===== config.mk =====
export PLATFORM = sky130hd
export DESIGN_NAME = div_sqrt_issue_mvp
export DESIGN_NICKNAME = d
export VERILOG_FILES = /design/src/rtl/div_sqrt_issue_mvp.sv
export SDC_FILE = /design/constraint.sdc
export NUM_CORES = 1
export LEC_CHECK = 0
export BUFFER_PORTS_ARGS = -buffer_cell sky130_fd_sc_hd__buf_2
export CAP_MARGIN = 20
export CORE_AREA = 2 2 175 177
export CTS_BUF_LIST = sky130_fd_sc_hd__clkbuf_2 sky130_fd_sc_hd__clkbuf_4 sky130_fd_sc_hd__clkbuf_8
export DETAILED_ROUTE_END_ITERATION = 8
export DIE_AREA = 0 0 177 179
export PLACE_DENSITY = 0.62
export RECOVER_POWER = 100
export SKIP_LAST_GASP = 1
export SLEW_MARGIN = 30
export SYNTH_ARGS = -nofsm -noshare
export SYNTH_HDL_FRONTEND = slang
export SYNTH_SLANG_ARGS = --single-unit

===== constraint.sdc =====
create_clock -name Clk_CI -period 5.5 [get_ports Clk_CI]
set_input_delay 1.65 -clock Clk_CI [delete_from_list [all_inputs] [get_ports Clk_CI]]
set_output_delay 1.65 -clock Clk_CI [all_outputs]
set_load 0.005 [all_outputs]

===== src/rtl/div_sqrt_issue_mvp.sv =====
// div_sqrt_issue_mvp: valid/ready issue sequencer for the non-restoring div/sqrt core.
// Define DIV_SQRT_ISSUE_TIMEOUT_EN to add the BUSY watchdog and the Out_err_SO port.
module div_sqrt_issue_mvp #(
  parameter int C_MANT_W  = 53,
  parameter int C_EXP_W   = 12,
  parameter int C_MANTZ_W = 57,
  parameter int C_EXPZ_W  = 13,
  parameter int C_PC_W    = 6,
  parameter int C_TAG_W   = 4,
  parameter int C_TIMEOUT = 255
) (
  input  logic                 Clk_CI,
  input  logic                 Rst_RBI,
  input  logic                 Flush_SI,
  input  logic                 In_valid_SI,
  output logic                 In_ready_SO,
  input  logic                 In_div_SI,
  input  logic                 In_special_SBI,
  input  logic [C_MANT_W-1:0]  In_mant_a_DI,
  input  logic [C_MANT_W-1:0]  In_mant_b_DI,
  input  logic [C_EXP_W-1:0]   In_exp_a_DI,
  input  logic [C_EXP_W-1:0]   In_exp_b_DI,
  input  logic [1:0]           In_format_DI,
  input  logic [C_PC_W-1:0]    In_prec_DI,
  input  logic [C_TAG_W-1:0]   In_tag_DI,
  output logic                 Core_start_SO,
  output logic                 Core_div_start_SO,
  output logic                 Core_sqrt_start_SO,
  output logic                 Core_kill_SO,
  output logic                 Core_special_SBO,
  output logic                 Core_special_dly_SBO,
  output logic [C_MANT_W-1:0]  Core_mant_a_DO,
  output logic [C_MANT_W-1:0]  Core_mant_b_DO,
  output logic [C_EXP_W-1:0]   Core_exp_a_DO,
  output logic [C_EXP_W-1:0]   Core_exp_b_DO,
  output logic [1:0]           Core_format_DO,
  output logic [C_PC_W-1:0]    Core_prec_DO,
  input  logic                 Core_ready_SI,
  input  logic                 Core_done_SI,
  input  logic [C_MANTZ_W-1:0] Core_mant_z_DI,
  input  logic [C_EXPZ_W-1:0]  Core_exp_z_DI,
  output logic                 Out_valid_SO,
  input  logic                 Out_ready_SI,
  output logic [C_MANTZ_W-1:0] Out_mant_z_DO,
  output logic [C_EXPZ_W-1:0]  Out_exp_z_DO,
  output logic [C_TAG_W-1:0]   Out_tag_DO,
  output logic                 Out_special_SO,
`ifdef DIV_SQRT_ISSUE_TIMEOUT_EN
  output logic                 Out_err_SO,
`endif
  output logic [7:0]           Out_lat_DO
);
  typedef enum logic [1:0] {IDLE, ISSUE, BUSY, HOLD} state_t;
  state_t state;
  logic accept;
  logic [7:0] lat_inc;
  assign In_ready_SO = Core_ready_SI & ~Flush_SI & ((state == IDLE) | ((state == HOLD) & Out_ready_SI));
  assign accept = In_valid_SI & In_ready_SO;
  assign lat_inc = (Out_lat_DO == 8'hff) ? Out_lat_DO : Out_lat_DO + 8'd1;
  always_ff @(posedge Clk_CI or negedge Rst_RBI) begin
    if (!Rst_RBI) begin
      state <= IDLE;
      Core_start_SO <= 1'b0;
      Core_div_start_SO <= 1'b0;
      Core_sqrt_start_SO <= 1'b0;
      Core_kill_SO <= 1'b0;
      Core_special_SBO <= 1'b1;
      Core_special_dly_SBO <= 1'b1;
      Core_mant_a_DO <= '0;
      Core_mant_b_DO <= '0;
      Core_exp_a_DO <= '0;
      Core_exp_b_DO <= '0;
      Core_format_DO <= '0;
      Core_prec_DO <= '0;
      Out_valid_SO <= 1'b0;
      Out_mant_z_DO <= '0;
      Out_exp_z_DO <= '0;
      Out_tag_DO <= '0;
      Out_special_SO <= 1'b0;
      Out_lat_DO <= '0;
`ifdef DIV_SQRT_ISSUE_TIMEOUT_EN
      Out_err_SO <= 1'b0;
`endif
    end else begin
      Core_start_SO <= 1'b0;
      Core_div_start_SO <= 1'b0;
      Core_sqrt_start_SO <= 1'b0;
      Core_kill_SO <= 1'b0;
      Core_special_dly_SBO <= Core_special_SBO;
      if (Flush_SI) begin
        state <= IDLE;
        Out_valid_SO <= 1'b0;
        Core_kill_SO <= (state == ISSUE) | (state == BUSY);
      end else if (accept) begin
        Core_mant_a_DO <= In_mant_a_DI;
        Core_mant_b_DO <= In_mant_b_DI;
        Core_exp_a_DO <= In_exp_a_DI;
        Core_exp_b_DO <= In_exp_b_DI;
        Core_format_DO <= In_format_DI;
        Core_prec_DO <= In_prec_DI;
        Core_special_SBO <= In_special_SBI;
        Out_tag_DO <= In_tag_DI;
        Out_lat_DO <= '0;
        Out_special_SO <= ~In_special_SBI;
        Out_valid_SO <= ~In_special_SBI;
        state <= In_special_SBI ? ISSUE : HOLD;
        Core_start_SO <= In_special_SBI;
        Core_div_start_SO <= In_special_SBI & In_div_SI;
        Core_sqrt_start_SO <= In_special_SBI & ~In_div_SI;
`ifdef DIV_SQRT_ISSUE_TIMEOUT_EN
        Out_err_SO <= 1'b0;
`endif
        // Special-case bypass returns a zero result without touching the core
        if (!In_special_SBI) begin
          Out_mant_z_DO <= '0;
          Out_exp_z_DO <= '0;
        end
      end else begin
        case (state)
          ISSUE: state <= BUSY;
          BUSY: begin
            Out_lat_DO <= lat_inc;
            if (Core_done_SI) begin
              state <= HOLD;
              Out_valid_SO <= 1'b1;
              Out_mant_z_DO <= Core_mant_z_DI;
              Out_exp_z_DO <= Core_exp_z_DI;
            end
`ifdef DIV_SQRT_ISSUE_TIMEOUT_EN
            else if (lat_inc == 8'(C_TIMEOUT)) begin
              state <= HOLD;
              Out_valid_SO <= 1'b1;
              Out_mant_z_DO <= '1;
              Out_exp_z_DO <= '0;
              Out_err_SO <= 1'b1;
              Core_kill_SO <= 1'b1;
            end
`endif
          end
          HOLD: begin
            if (Out_ready_SI) begin
              state <= IDLE;
              Out_valid_SO <= 1'b0;
            end
          end
          default: state <= IDLE;
        endcase
      end
    end
  end
endmodule


==> flow_metrics.tcl, run 1 <==
set metrics [dict create \
    status "complete, but fails checks" \
    violations "capacitance limit, slew limit" \
    synth_top_family_by_area "simple AND/OR/NAND/NOR gates" \
    routed_wl_um 26700 \
    wl_per_cell_um 15.5 \
    arrival_ps 3040 \
    holdCritStartpoint "Core_special_SBO$_DFFE_PN1P_" \
    yosys.area_share.simple_pct 20.5 \
    clk_path_buf_depth 3 \
    initial_core_util_pct 29.3 \
    synthCells 855 \
    boundaryPins 450 \
    cts_made_buffers 41 \
    cts.sinks 230 \
    dr.pass1.iters 5 \
    ys_ff_latch 230 \
    io_buffers 449 \
    synth_top_area_share_pct 64.9 \
    leakage_nw 6.52 \
    postCtsSetupRepairBufs 0 \
    finalWeightedCongestion 0.766 \
    end_kind "primary output" \
    synth-compound-area-share_pct 9.44 \
    synth_xor_area_share_pct 0 \
    muxShareOfSynthArea_pct 0.242 \
    multi_input_area_um2 2720 \
    post_cts_resized 0 \
    fillers 3096 \
    area_growth_pct 37.4 \
    drtAntennaViolNets 0 \
    reg2reg_from "state[1]$_DFFE_PN0P_" \
    grt_pass1_wl_um 39400 \
    crit_path_max_fanout 16 \
    rsz0062_at_grt "false" \
    whs_endpoint "Core_special_dly_SBO$_DFF_PN1_" \
    pre_cts_slack_ps 1200 \
    synth_edf_count 0 \
    regArea_um2 5760 \
    synthDistinctLibCells 38 \
    use_met1_pct 19.9 \
    top_usage_layer "met2" \
    first_iter_violations 414 \
    grt_util_met2_pct 26.8 \
    grt_pass1_vias 7162 \
    path_class "input pin to primary output" \
    hold_class "flop to flop" \
    reg2reg_to "Out_lat_DO[2]$_DFFE_PN0P_" \
    fin_nets 1531 \
    timing.hold.ws_ps 384 \
    grt_use_met3_pct 3.90 \
    yosys.area.top_type "dfrtp_1" \
    fin_crit_sh_pct 85.3 \
    maxSlewHeadroom_pct -79.3 \
    netlist_top_cells_area "dfrtp_1 (65%), nand2_1 (19%), a22o_1 (7.1%), buf_2 (1.7%), buf_6 (0.90%)" \
    required_ps 3850 \
    drv_slew 286 \
    r2r_slack_ps 1930 \
    async_reset_ff_share_pct 100 \
    synth_area_per_cell_um2 10.3 \
    synth_fa_ha_area_share_pct 0.712 \
    via_per_inst 4.43 \
    max_cap_viol_count 3 \
    peakVddDrop_mv 0.165 \
    ys_warn_count 0 \
    fp.dieH_um 179 \
    clkTransAtPathRegs_ps 60 \
    synth_most_common_cell "nand2_1" \
    htree_levels 2 \
    worstMarginPinSlew_ps 2690 \
    netlist_area_um2 8790 \
    num_vias 7649 \
    synth_fp_nets 1081 \
    final-hold-violation-count 0 \
    finalCriticalPeriod_ps 4690 \
    holdBufCountCts 0 \
    die-width_um 177 \
    ys.flop_type "dfrtp_1" \
    min_path_cells 0 \
    rr_worst_depth 5 \
    std_cell_rows 64 \
    final_util_pct 40.2 \
    drc 0 \
    finalClockSkew_ps 15.5 \
    drive_gt1_share_pct 27.0 \
    fmax_ghz 0.213 \
    hpwl_um 18700 \
    die_area_um2 31700 \
    antenna-diode-count 0 \
    root_buffer "clkbuf_8" \
    yosysSeqAreaShare_pct 65.5 \
    total_power_mw 6.01 \
    clkLatencyLatePin_ps 520 \
    finalSetupViolations 0 \
    gr-total-overflow 0 \
    grt_antenna_before_repair 1 \
    grt_max_degree 103 \
    fin_ws_ps 811 \
    power_per_cell_area_nw_per_um2 498 \
    synthTopCellsByCount "nand2_1 (435), dfrtp_1 (228), a22o_1 (71)" \
    grt_usage_pct 15.8 \
    cts_tree "done" \
    critPathLaunchType "input pin" \
    tns_ps 0 \
    core_um2 30000 \
]
## final cells by class
cell class,count,area share [%]
Sequential cell,230,47.6
Tap cell,396,4.10
Multi-Input combinational cell,571,22.5
Clock buffer,60,6.52
Inverter,5,0.155
Clock inverter,10,1.66
Timing Repair Buffer,456,17.4
## state kept, by name, summed over array words and instances, names as in the netlist
| register | count |
|---|---|
| state | 2 |
| Out_tag_DO | 4 |
| Core_exp_b_DO | 12 |
| Core_mant_a_DO | 53 |
| Out_mant_z_DO | 57 |
| Out_lat_DO | 8 |
| Core_div_start_SO | 1 |
| Out_special_SO | 1 |
| Core_format_DO | 2 |
| Out_exp_z_DO | 13 |
| Core_start_SO | 1 |
| Core_mant_b_DO | 53 |
| Core_exp_a_DO | 12 |
| Core_sqrt_start_SO | 1 |
| Core_prec_DO | 6 |
| Out_valid_SO | 1 |
| Core_special_dly_SBO | 1 |
| Core_special_SBO | 1 |
| Core_kill_SO | 1 |
## critical path, stage by stage
cell	delay, ps
clkbuf_1	540
inv_1	400
and3_1	300
buf_2	140
## per-stage QoR
step / area, um^2 / std cells
floorplan: 8790 / 855
global placement: 11400 / 1658
detailed placement: 11400 / 1658
CTS: 12300 / 1728
global route: 12100 / 1728
finish: 12100 / 1728
## worst max-delay path by stage
| stage | endpoint | cells after the start | start | slack (ps) |
|---|---|---|---|---|
| 2_1_floorplan | In_ready_SO | 3 | Flush_SI | 1700 |
| 3_3_place_gp | In_ready_SO | 4 | Flush_SI | 1210 |
| 3_5_place_dp | In_ready_SO | 4 | Flush_SI | 1200 |
| 4_1_cts | In_ready_SO | 4 | Flush_SI | 1200 |
| 5_1_grt | Out_lat_DO[3]$_DFFE_PN0P_ | 5 | Flush_SI | 570 |
| 6_report | In_ready_SO | 4 | Flush_SI | 810 |
## kinds of logic after synthesis
logic type | count (synthesis)
adder cells (fa/ha/maj) | 5
multiplexers | 2
AO/OA/AOI/OAI | 100
AND/OR/NAND/NOR | 464
buffers and inverters | 54
flip-flops | 230
## layout by cell type (no fill, tap or decap), types with 2 or more instances in the layout
cell | synthesis | final
clkbuf_1 | 5 | 171
clkbuf_8 | 0 | 54
clkinv_2 | 0 | 4
nand4_1 | 5 | 5
a21oi_1 | 5 | 5
a21o_1 | 6 | 6
buf_2 | 30 | 276
nand3_1 | 3 | 3
nand2_1 | 435 | 435
ha_1 | 5 | 5
nor2_1 | 8 | 9
inv_1 | 5 | 5
dfrtp_1 | 228 | 228
bufinv_16 | 0 | 6
nor3_1 | 4 | 4
clkbuf_2 | 0 | 5
o211ai_1 | 2 | 2
buf_12 | 0 | 2
o21ai_0 | 2 | 2
o41ai_1 | 4 | 4
clkbuf_4 | 0 | 6
a22o_1 | 71 | 71
a31oi_1 | 2 | 2
## power by group
| part | switching [mW] | internal [mW] | total [mW] |
|---|---|---|---|
| registers | 0.340 | 2.31 | 2.65 |
| clock network | 0.694 | 1.20 | 1.89 |
| logic | 0.777 | 0.692 | 1.47 |
| total | 1.81 | 4.20 | 6.01 |
## routing by layer
layer | vias to the layer above | routed length [um] | part of all wire (%)
li1 | 3675 | - | -
met1 | 3622 | 10800 | 40
met2 | 302 | 13400 | 50
met3 | 48 | 1910 | 7.2
met4 | 2 | 590 | 2.2
met5 | - | 13 | 0.049
No activity file was read; power rests on OpenSTA's default activity.
==> run 2: changes to the inputs <==
--- a/config.mk
+++ b/config.mk
@@ -7,11 +7,10 @@
 export LEC_CHECK = 0
 export BUFFER_PORTS_ARGS = -buffer_cell sky130_fd_sc_hd__buf_2
 export CAP_MARGIN = 20
-export CORE_AREA = 2 2 175 177
+export CORE_UTILIZATION = 25
 export CTS_BUF_LIST = sky130_fd_sc_hd__clkbuf_2 sky130_fd_sc_hd__clkbuf_4 sky130_fd_sc_hd__clkbuf_8
 export DETAILED_ROUTE_END_ITERATION = 8
-export DIE_AREA = 0 0 177 179
-export PLACE_DENSITY = 0.62
+export PLACE_DENSITY = 0.55
 export RECOVER_POWER = 100
 export SKIP_LAST_GASP = 1
 export SLEW_MARGIN = 30
==> flow_metrics.tcl, run 2 (synthesis results as in run 1) <==
set metrics [dict create \
    wl_per_cell_um 15.3 \
    core_um2 34500 \
    gr-total-overflow 0 \
    stdcell_count 1797 \
    hold_class "flop to flop" \
    finalSetupViolations 0 \
    die-width_um 190 \
    rsz0062_at_grt "false" \
    first_iter_violations 405 \
    required_ps 3850 \
    clkPwrFrac_pct 30.9 \
    regMostFlops "Out_mant_z_DO" \
    reg.largest.list "Out_mant_z_DO x57, Core_mant_a_DO x53, Core_mant_b_DO x53" \
    grt_antenna_before_repair 2 \
    routed_wl_um 27500 \
    clk_path_buf_depth 3 \
    finalWeightedCongestion 0.748 \
    drv_slew 397 \
    cts_made_buffers 44 \
    final_common_cell "nand2_1" \
    finalInstanceArea_um2 12200 \
    seq_power_share_pct 44.4 \
    p_sw_mw 1.84 \
    internal-power_mw 4.14 \
    largest_reg_flops 57 \
    power_per_cell_area_nw_per_um2 491 \
    finalCriticalPeriod_ps 4730 \
    cts.sinks 230 \
    boundaryPins 450 \
    grt_pass1_vias 7441 \
    cts_tree "done" \
    combPwrFrac_pct 24.7 \
    initial_core_util_pct 25.5 \
    worstMarginPinSlew_ps 2230 \
    hpwl_um 18800 \
    path_buf_inv 3 \
    drtAntennaViolNets 0 \
    holdBufCountCts 0 \
    maxSlewHeadroom_pct -48.4 \
    peakVddDrop_mv 0.216 \
    layout_common_cells "nand2_1 (434), buf_2 (302), dfrtp_1 (228), clkbuf_1 (150), a22o_1 (71)" \
    htree_levels 2 \
    fillers 3662 \
    worstPathCellList "clkbuf_1 > inv_1 > and3_1 > buf_2" \
    drc 0 \
    fin_crit_sh_pct 85.9 \
    clkTransAtPathRegs_ps 50 \
    fmax_ghz 0.212 \
    area_growth_pct 38.5 \
    placed_cell_area_um2 11400 \
    regArea_um2 5760 \
    postCtsSetupRepairBufs 0 \
    fin_nets 1536 \
    violations "capacitance limit, slew limit" \
    final-hold-violation-count 0 \
    grt_usage_pct 14.8 \
    dr.pass1.iters 6 \
    io_buffers 449 \
    status "complete, but fails checks" \
    finalClockSkew_ps 41.5 \
    max_cap_viol_count 6 \
    via_per_inst 4.28 \
    drive_gt1_share_pct 29.1 \
    std_cell_rows 68 \
    timing.hold.ws_ps 388 \
    grt_max_degree 111 \
    grt_pass1_wl_um 41400 \
    max_stage_delay_ps 530 \
    num_vias 7689 \
    post_cts_resized 0 \
    multi_input_area_um2 2740 \
    clkLatencyLatePin_ps 580 \
    critPathLaunchType "input pin" \
    end_kind "primary output" \
    path_class "input pin to primary output" \
    swShare_pct 30.8 \
    leakage_nw 6.58 \
    die_area_um2 35900 \
    crit_path_max_fanout 16 \
    cpMaxStageDelayCell "clkbuf_1" \
    crit_family "buffers and inverters" \
    arrival_ps 3080 \
    dp.cells 1718 \
    root_buffer "clkbuf_8" \
    tns_ps 0 \
    fp.dieH_um 190 \
]
==> run 2: changes by cell type in the layout (fill, tap and decap cells not counted), sizes merged <==
cell,change
buf,+24
clkinv,-3
diode,+2
clkbuf,-11
clkinvlp,+1
bufinv,-3
==> run 2: cell type report <==
class	count	area share [%]
sequential	230	47.3
clock inverter	5	0.843
clock buffer	71	7.05
timing repair buffer	458	17.4
multi-input combinational	571	22.5
tap	455	4.68
inverter	5	0.154
antenna	2	0.0411
==> run 2: power groups by stage <==
stage / registers (mW) / clock network [mW] / logic, mW
2_1_floorplan: 2.71 / 0 / 0.603
3_3_place_gp: 2.65 / 0 / 1.59
3_5_place_dp: 2.66 / 0 / 1.61
4_1_cts: 2.64 / 1.92 / 1.61
5_1_grt: 2.74 / 1.99 / 1.66
6_report: 2.65 / 1.85 / 1.48
==> run 2: layer usage <==
metal	share of wire (%)	vias to the layer above	GRT usage, %
met5	0	-	0
met4	3.1	0	7.20
met3	7.4	57	4.37
met2	48	299	24.2
met1	42	3631	17.6
li1	-	3702	-
==> run 2: metrics by stage <==
stage                     power, mW  utilization, %  worst slack, ps
after detailed placement       4.26            33.1             1170
after global placement         4.23            33.1             1200
after global routing           6.39            35.2              570
after CTS                      6.18            35.9             1170
final                          5.98            35.2              773
after floorplan                3.32               -             1700
==> run 2: path summary, 6_finish.rpt <==
kind | to | slack, ps | cells after the start | from
setup / recovery | In_ready_SO | 770 | 4 | Flush_SI
hold / removal | Core_special_dly_SBO$_DFF_PN1_ | 390 | 0 | Core_special_SBO$_DFFE_PN1P_
setup reg to reg | Out_lat_DO[0]$_DFFE_PN0P_ | 2020 | 6 | state[1]$_DFFE_PN0P_
hold reg to reg | Core_special_dly_SBO$_DFF_PN1_ | 390 | 0 | Core_special_SBO$_DFFE_PN1P_
max in group asynchronous | Core_mant_b_DO[13]$_DFFE_PN0P_ | 1190 | 2 | Rst_RBI
min in group asynchronous | Core_exp_b_DO[9]$_DFFE_PN0P_ | 1450 | 1 | Rst_RBI
